$ cat src/rtl/vga_rom_arbiter.sv
// vga_rom_arbiter: shares one synchronous tile/sprite ROM between several draw stages.
// One grant per cycle; the granted address is registered to the ROM. A one-hot tag rides
// a shift register alongside the read, so each returned pixel goes back to its requester.
// Build option: define VGA_ROM_ARB_RR_EN for round-robin priority.
// Without it, priority is fixed and the lowest requester index wins.
module vga_rom_arbiter #(
  parameter int NUM_REQ = 2,
  parameter int ADDR_W  = 11,
  parameter int DATA_W  = 12,
  parameter int RD_LAT  = 1
) (
  input  logic                      clk,
  input  logic                      rst,
  input  logic [NUM_REQ-1:0]        req,
  input  logic [NUM_REQ*ADDR_W-1:0] req_addr,
  output logic [NUM_REQ-1:0]        gnt,
  output logic [ADDR_W-1:0]         rom_addr,
  input  logic [DATA_W-1:0]         rom_data,
  output logic [NUM_REQ-1:0]        rsp_valid,
  output logic [DATA_W-1:0]         rsp_data,
  output logic [15:0]               conflict_cnt
);

  logic [NUM_REQ-1:0] w_gnt;
  logic [ADDR_W-1:0]  w_win_addr;
  logic               w_found;
  logic               w_multi;

  logic [ADDR_W-1:0]  r_rom_addr;
  logic [NUM_REQ-1:0] r_tag [RD_LAT+1];
  logic [NUM_REQ-1:0] r_rsp_valid;
  logic [DATA_W-1:0]  r_rsp_data;
  logic [15:0]        r_conflict_cnt;

`ifdef VGA_ROM_ARB_RR_EN
  localparam int PTR_W = (NUM_REQ > 2) ? 2 : 1;

  logic [PTR_W-1:0] r_ptr;
  logic [PTR_W-1:0] w_ptr_nxt;

  // Round-robin pick: first search indices at or above the pointer, then wrap to the rest.
  always_comb begin
    w_gnt      = '0;
    w_win_addr = '0;
    w_found    = 1'b0;
    w_ptr_nxt  = r_ptr;
    for (int k = 0; k < NUM_REQ; k++) begin
      if (!w_found && req[k] && (k >= int'(r_ptr))) begin
        w_found    = 1'b1;
        w_gnt[k]   = 1'b1;
        w_win_addr = req_addr[k*ADDR_W +: ADDR_W];
        w_ptr_nxt  = (k == NUM_REQ - 1) ? '0 : PTR_W'(k + 1);
      end
    end
    for (int k = 0; k < NUM_REQ; k++) begin
      if (!w_found && req[k]) begin
        w_found    = 1'b1;
        w_gnt[k]   = 1'b1;
        w_win_addr = req_addr[k*ADDR_W +: ADDR_W];
        w_ptr_nxt  = (k == NUM_REQ - 1) ? '0 : PTR_W'(k + 1);
      end
    end
  end

  // Pointer moves past the winner; held in idle cycles.
  always_ff @(posedge clk) begin
    if (rst) begin
      r_ptr <= '0;
    end else if (w_found) begin
      r_ptr <= w_ptr_nxt;
    end
  end
`else
  // Fixed priority pick: lowest set request index wins.
  always_comb begin
    w_gnt      = '0;
    w_win_addr = '0;
    w_found    = 1'b0;
    for (int k = 0; k < NUM_REQ; k++) begin
      if (!w_found && req[k]) begin
        w_found    = 1'b1;
        w_gnt[k]   = 1'b1;
        w_win_addr = req_addr[k*ADDR_W +: ADDR_W];
      end
    end
  end
`endif

  // More than one request bit set means somebody is denied this cycle.
  always_comb begin
    w_multi = |(req & (req - NUM_REQ'(1)));
  end

  // ROM address register; holds its value when nothing is granted.
  always_ff @(posedge clk) begin
    if (rst) begin
      r_rom_addr <= '0;
    end else if (w_found) begin
      r_rom_addr <= w_win_addr;
    end
  end

  // Tag pipeline, one stage per cycle from address register to ROM data valid.
  always_ff @(posedge clk) begin
    if (rst) begin
      for (int k = 0; k <= RD_LAT; k++) begin
        r_tag[k] <= '0;
      end
    end else begin
      r_tag[0] <= w_gnt;
      for (int k = 1; k <= RD_LAT; k++) begin
        r_tag[k] <= r_tag[k-1];
      end
    end
  end

  // Response register: capture ROM data when a live tag leaves the pipeline.
  always_ff @(posedge clk) begin
    if (rst) begin
      r_rsp_valid <= '0;
      r_rsp_data  <= '0;
    end else begin
      r_rsp_valid <= r_tag[RD_LAT];
      if (|r_tag[RD_LAT]) begin
        r_rsp_data <= rom_data;
      end
    end
  end

  // Saturating conflict counter.
  always_ff @(posedge clk) begin
    if (rst) begin
      r_conflict_cnt <= '0;
    end else if (w_multi && (r_conflict_cnt != 16'hFFFF)) begin
      r_conflict_cnt <= r_conflict_cnt + 16'd1;
    end
  end

  assign gnt          = w_gnt;
  assign rom_addr     = r_rom_addr;
  assign rsp_valid    = r_rsp_valid;
  assign rsp_data     = r_rsp_data;
  assign conflict_cnt = r_conflict_cnt;

endmodule
$ cat config.mk
export PLATFORM = sky130hd
export DESIGN_NAME = vga_rom_arbiter
export DESIGN_NICKNAME = d
export VERILOG_FILES = /design/src/rtl/vga_rom_arbiter.sv
export SDC_FILE = /design/constraint.sdc
export NUM_CORES = 1
export LEC_CHECK = 0
export CAP_MARGIN = 20
export CORE_ASPECT_RATIO = 0.5
export CORE_MARGIN = 2
export CORE_UTILIZATION = 47
export DETAILED_ROUTE_END_ITERATION = 7
export PLACE_DENSITY = 0.88
export SYNTH_ARGS = -nofsm -noshare
export SYNTH_HDL_FRONTEND = slang
export SYNTH_SLANG_ARGS = --single-unit
$ cat constraint.sdc
create_clock -name clk -period 2.7 [get_ports clk]
set_input_delay 0.27 -clock clk [delete_from_list [all_inputs] [get_ports clk]]
set_output_delay 0.27 -clock clk [all_outputs]
set_load 0.02 [all_outputs]
**Yosys cells after proc, flatten, opt, wreduce, memory -nomap -nowiden**

Memory sizes are Yosys's and may differ from the RTL's.
Index checks and enable logic that the tools add are counted.

- Bits in registers: 41
- RAM bits: 4
- Bits of input ports: 38
- Memories: 1

Memory list:

| name | depth | width | read ports | clocked after memory_dff | wr ports | line | RTL |
|---|---|---|---|---|---|---|---|
| r_tag | 2 | 2 | 2 | 0 | 2 | 30 | `logic [NUM_REQ-1:0] r_tag [RD_LAT+1];` |

- Add/subtract/negate cells: 2
- Equality and inequality tests: 1
- Muxes and demuxes: 10
- Bitwise gates (word level): 3
- Reductions and logical operators: 5

Operators with widths:

| cell | count |
|---|---|
| 11-bit 2-to-1 mux | 2 |
| 16-bit by 1-bit adder with 16-bit output, second input constant | 1 |
| 16-bit != test, second input constant | 1 |
| 1-bit 2-to-1 mux | 6 |
| 2-bit 2-to-1 mux | 2 |
| 2-bit OR reduction | 2 |
| 2-bit bitwise AND | 1 |
| 1-bit logical AND | 2 |
| 1-bit bitwise OR | 2 |
| 2-bit by 1-bit subtractor with 2-bit output, second input constant | 1 |
| 1-bit zero test | 1 |

**Longest topological paths before layout**

- Depth in word-level cells: 5
- Mapped depth: 6
- Depth with buffers taken out: 5

**Worst setup path before layout**

No wires, ideal clock.

- Kind: reg-to-reg
- Start point: register r_conflict_cnt[0], in the netlist conflict_cnt[0]
- End point: register r_conflict_cnt[7], in the netlist conflict_cnt[7]
- Setup time: 0.123 ns
- Data arrival time: 1.772 ns
- Setup slack: 0.805 ns
- Stages on the path, launching flop included: 7
- Buffers on the path: 1
- Cells stage by stage: dfxtp_1 -> ha_1 -> and2_1 -> and2_2 -> clkbuf_2 -> a211oi_1 -> mux2_1

- Word-level cells in the longest chain between the ends: 2
- Elaborated cells between the ends (all ways): 3

RTL lines:

| item | line | RTL |
|---|---|---|
| start: declaration | 33 | `logic [15:0] r_conflict_cnt;` |
| start signal: assignment | 135 | `r_conflict_cnt <= r_conflict_cnt + 16'd1;` |
| branches (longest 2 deep; another with 16-bit by 1-bit adder with 16-bit output) | -- |  |

Parallel ways; which one is timed is not known.
A chain may end at the register's enable or synchronous reset.

**Worst setup path after layout**

- Start point: input req[1]
- End point: output gnt[1]

- Word-level cells in the longest chain between the ends: 2

RTL lines:

| item | line | RTL |
|---|---|---|
| start: declaration | 14 | `input logic [NUM_REQ-1:0] req,` |
| 1-bit logical AND | 80 | `if (!w_found && req[k]) begin` |
| 1-bit 2-to-1 mux | 80 |  |
| end: declaration | 16 | `output logic [NUM_REQ-1:0] gnt,` |

Every way passes these cells.

==> qor.log <==
qor: setup_path.start_kind input port
qor: setup_path.setup.worst_path.end_class output port
qor: grt.groute.usage.overall 21.26%
qor: clock_network.postCtsSetupBuffers 0
qor: timing.finalHoldViolations 0
qor: setup_path.critical_path.max_fanout 5
qor: grt.grt_start_max_net_pins 30
qor: setup_path.critical_path.most_common_cell sky130_fd_sc_hd__clkdlybuf4s50_1
qor: place.post-dp-hpwl 3842 um
qor: place.pre_cts_slack 749.3 ps
qor: synth.synth_cell_types 43
qor: status.outcome finished, final reports clean
qor: die.floorplan.die.width 98.38 um
qor: place.gp_congestion 0.9033
qor: place.placedCellCount 362
qor: timing.timing.setup.tns 0 ps
qor: clock_network.ctsResizeCount 0
qor: die.initial_core_util 48.24%
qor: power_and_ir_drop.power.leakage 1.107 nW
qor: power_and_ir_drop.pwr-share-seq 52.0%
qor: synth.synth.yosys.warnings 0
qor: clock_network.cts_hold_buffers 0
qor: timing.setup-violations-final 0
qor: worst_hold_path.hp-class input port to flop
qor: timing.post_route_setup_slack 766.2 ps
qor: grt.grt_pass1_wl 8500 um
qor: power_and_ir_drop.power_switching 362.2 uW
qor: setup_path.cp_data_required_time 2430 ps
qor: synth.synth.net_count 277
qor: run.maxCapViolations 0
qor: clock_network.cts_tree yes
qor: synth.post_synthesis_instance_area 2093 um^2
qor: synth.netlist_instances 238
qor: grt.vias_in_the_first_global_route 1800
qor: power_and_ir_drop.switching_share 26.85%
qor: route.dr.pass1.iters 4
qor: timing.min_period 1934 ps
qor: setup_path.crit_slowest_cell sky130_fd_sc_hd__clkdlybuf4s50_1
qor: finish.drive_gt1_share 9.265%
qor: timing.fin_worst_hold_slack 399.5 ps
qor: clock_network.cts_max_path_buffers 2
qor: finish.antenna_cells_inserted 0
qor: grt.grt_antenna_before_repair 0
qor: timing.slew-limit-headroom 50.64%
qor: die.floorplan.die_area 5036 um^2
qor: die.core_area 4339 um^2
qor: die.top_level_ports 81
qor: finish.layout-area-overhead-vs-synth 41.42%
qor: grt.grt_remaining_overflow 0
qor: synth.synth_area_per_cell 8.795 um^2
qor: clock_network.ctsRootBufferMaster sky130_fd_sc_hd__clkbuf_8
qor: route.post-route-drc-count 0
qor: finish.fin_nets 351
qor: clock_network.clk_latency 300 ps
qor: route.routed_wl 5241 um
qor: timing.finalCritPeriodShare 71.62%
qor: die.num_rows 17
qor: synth.yosysSeqAreaShare 43.04%
qor: place.io_buffer_count 80
qor: synth.ys_seq_elements 45
qor: clock_network.tritoncts_num_sinks 45
qor: timing.final.setup_skew 9.398 ps
qor: setup_path.cpPeakStageDelay 630 ps
qor: timing.slew_viol_final 0
qor: clock_network.clock_pin_transition_on_the_worst_setup_and_hold_timing_paths 90 ps
qor: die.die_h 51.19 um
qor: clock_network.cts.htree.levels 2
qor: power_and_ir_drop.vdd_ir_drop_max 0.0003302 V
qor: setup_path.critPathKind input port to output port
qor: finish.mostFrequentLayoutCells sky130_fd_sc_hd__clkdlybuf4s50_1 (79), sky130_fd_sc_hd__dfxtp_1 (45), sky130_fd_sc_hd__nand2_1 (32), sky130_fd_sc_hd__a21oi_1 (32), sky130_fd_sc_hd__nor2_1 (31)
qor: power_and_ir_drop.intPower 986.5 uW
qor: route.drt_first_iter_violations 64
qor: route.vias_per_cell 5.262
qor: timing.achievable_clock_frequency 517.1 MHz
qor: power_and_ir_drop.p_per_area 455.6 nW/um^2
qor: finish.finish.cell_count_without_fillers 370
qor: power_and_ir_drop.combinational_fraction_of_design_power 15.9%
qor: clock_network.numCtsBuffers 5
qor: setup_path.cp_cell_sequence clkdlybuf4s50_1, nor2b_1, clkdlybuf4s50_1
qor: power_and_ir_drop.p_clk_share 32.1%
qor: timing.worst_tran_pin_value 737.7 ps
qor: route.route.detailed.wl_per_inst 14.16 um
qor: finish.layout.cells.most_common sky130_fd_sc_hd__clkdlybuf4s50_1
qor: route.detail-route-antenna-nets 0
qor: setup_path.crit_arrival 1660 ps
qor: timing.grt_setup_unrepaired false
qor: route.via_count 1947
## critical path, delay by kind of cell
family | cells | cell delay [ps]
buffers and inverters | 2 | 1190
and+or+nand+nor | 1 | 210
## Yosys cell counts, drive strengths merged
| master | n | area [um^2] |
|---|---|---|
| or2 | 1 | 6.260 |
| o311ai | 1 | 8.760 |
| and2 | 3 | 22.53 |
| a211oi | 3 | 22.52 |
| nand2b | 3 | 18.77 |
| o211ai | 1 | 7.510 |
| a211o | 1 | 8.760 |
| a41oi | 1 | 8.760 |
| nor2b | 11 | 68.82 |
| ha | 1 | 12.51 |
| nand4b | 1 | 8.760 |
| nand2 | 32 | 120.1 |
| nand3 | 3 | 32.53 |
| nor4 | 1 | 21.27 |
| mux2 | 7 | 78.82 |
| mux2i | 12 | 120.1 |
| inv | 3 | 11.26 |
| buf | 6 | 53.79 |
| nor2 | 31 | 116.4 |
| and3 | 3 | 23.77 |
| or3 | 2 | 13.77 |
| or4 | 4 | 30.03 |
| nand4 | 5 | 61.31 |
| clkbuf | 10 | 58.81 |
| and2b | 2 | 17.52 |
| dfxtp | 45 | 900.9 |
| o21ai | 2 | 10.01 |
| o31ai | 4 | 30.03 |
| a21oi | 33 | 168.9 |
| nor3 | 6 | 30.03 |
## power by group through the flow
stage                     Sequential, mW  Combinational [mW]  Clock (mW)
after floorplan                    0.742              0.0830           0
after global placement             0.715               0.207           0
after detailed placement           0.717               0.214           0
after CTS                          0.702               0.215       0.443
after global routing               0.705               0.230       0.481
final                              0.702               0.214       0.433
## through the flow
stage	total power [mW]	instance area, um^2	utilization (%)
2_1_floorplan	0.8250	2093	-
3_3_place_gp	0.9229	2870	66.15
3_5_place_dp	0.9305	2870	66.15
4_1_cts	1.361	2960	68.22
5_1_grt	1.416	2960	68.22
6_report	1.349	2960	68.22
## cell families after synthesis
family	synth area share (%)
flops	43.04
mux	9.504
compound gates	12.67
simple gates	28.27
fa+ha+maj	0.5976
buf+inv	5.917
## layer usage
layer	share of wire, %	vias up	global-route usage, %
met3	4.8	7	4.925
li1	-	970	-
met2	51	48	37.53
met5	0	-	0
met4	1.1	0	7.306
met1	43	922	26.01
## sequential cells by signal (all words and copies together), names as in the netlist
name          cells
r_tag             4
conflict_cnt     16
rom_addr         11
rsp_data         12
rsp_valid         2
## path summary, 6_finish.rpt
path | from | end | slack (ps) | depth (start not counted)
min | rst | conflict_cnt[10] | 400 | 2
min reg2reg | r_tag[0][1] | r_tag[0][3] | 440 | 1
max | req[1] | gnt[1] | 770 | 3
max reg2reg | conflict_cnt[0] | conflict_cnt[2] | 820 | 5
## layout make-up
cell class              count  area (um^2)
fillers                   345         1379
multi-input cells         174         1069
flip-flops and latches     45        900.9
repair buffers             83        818.3
well taps                  57        71.32
clock buffers               5        68.82
clock inverters             3        21.27
inverters                   3        11.26
No activity file was read; power rests on OpenSTA's default activity.
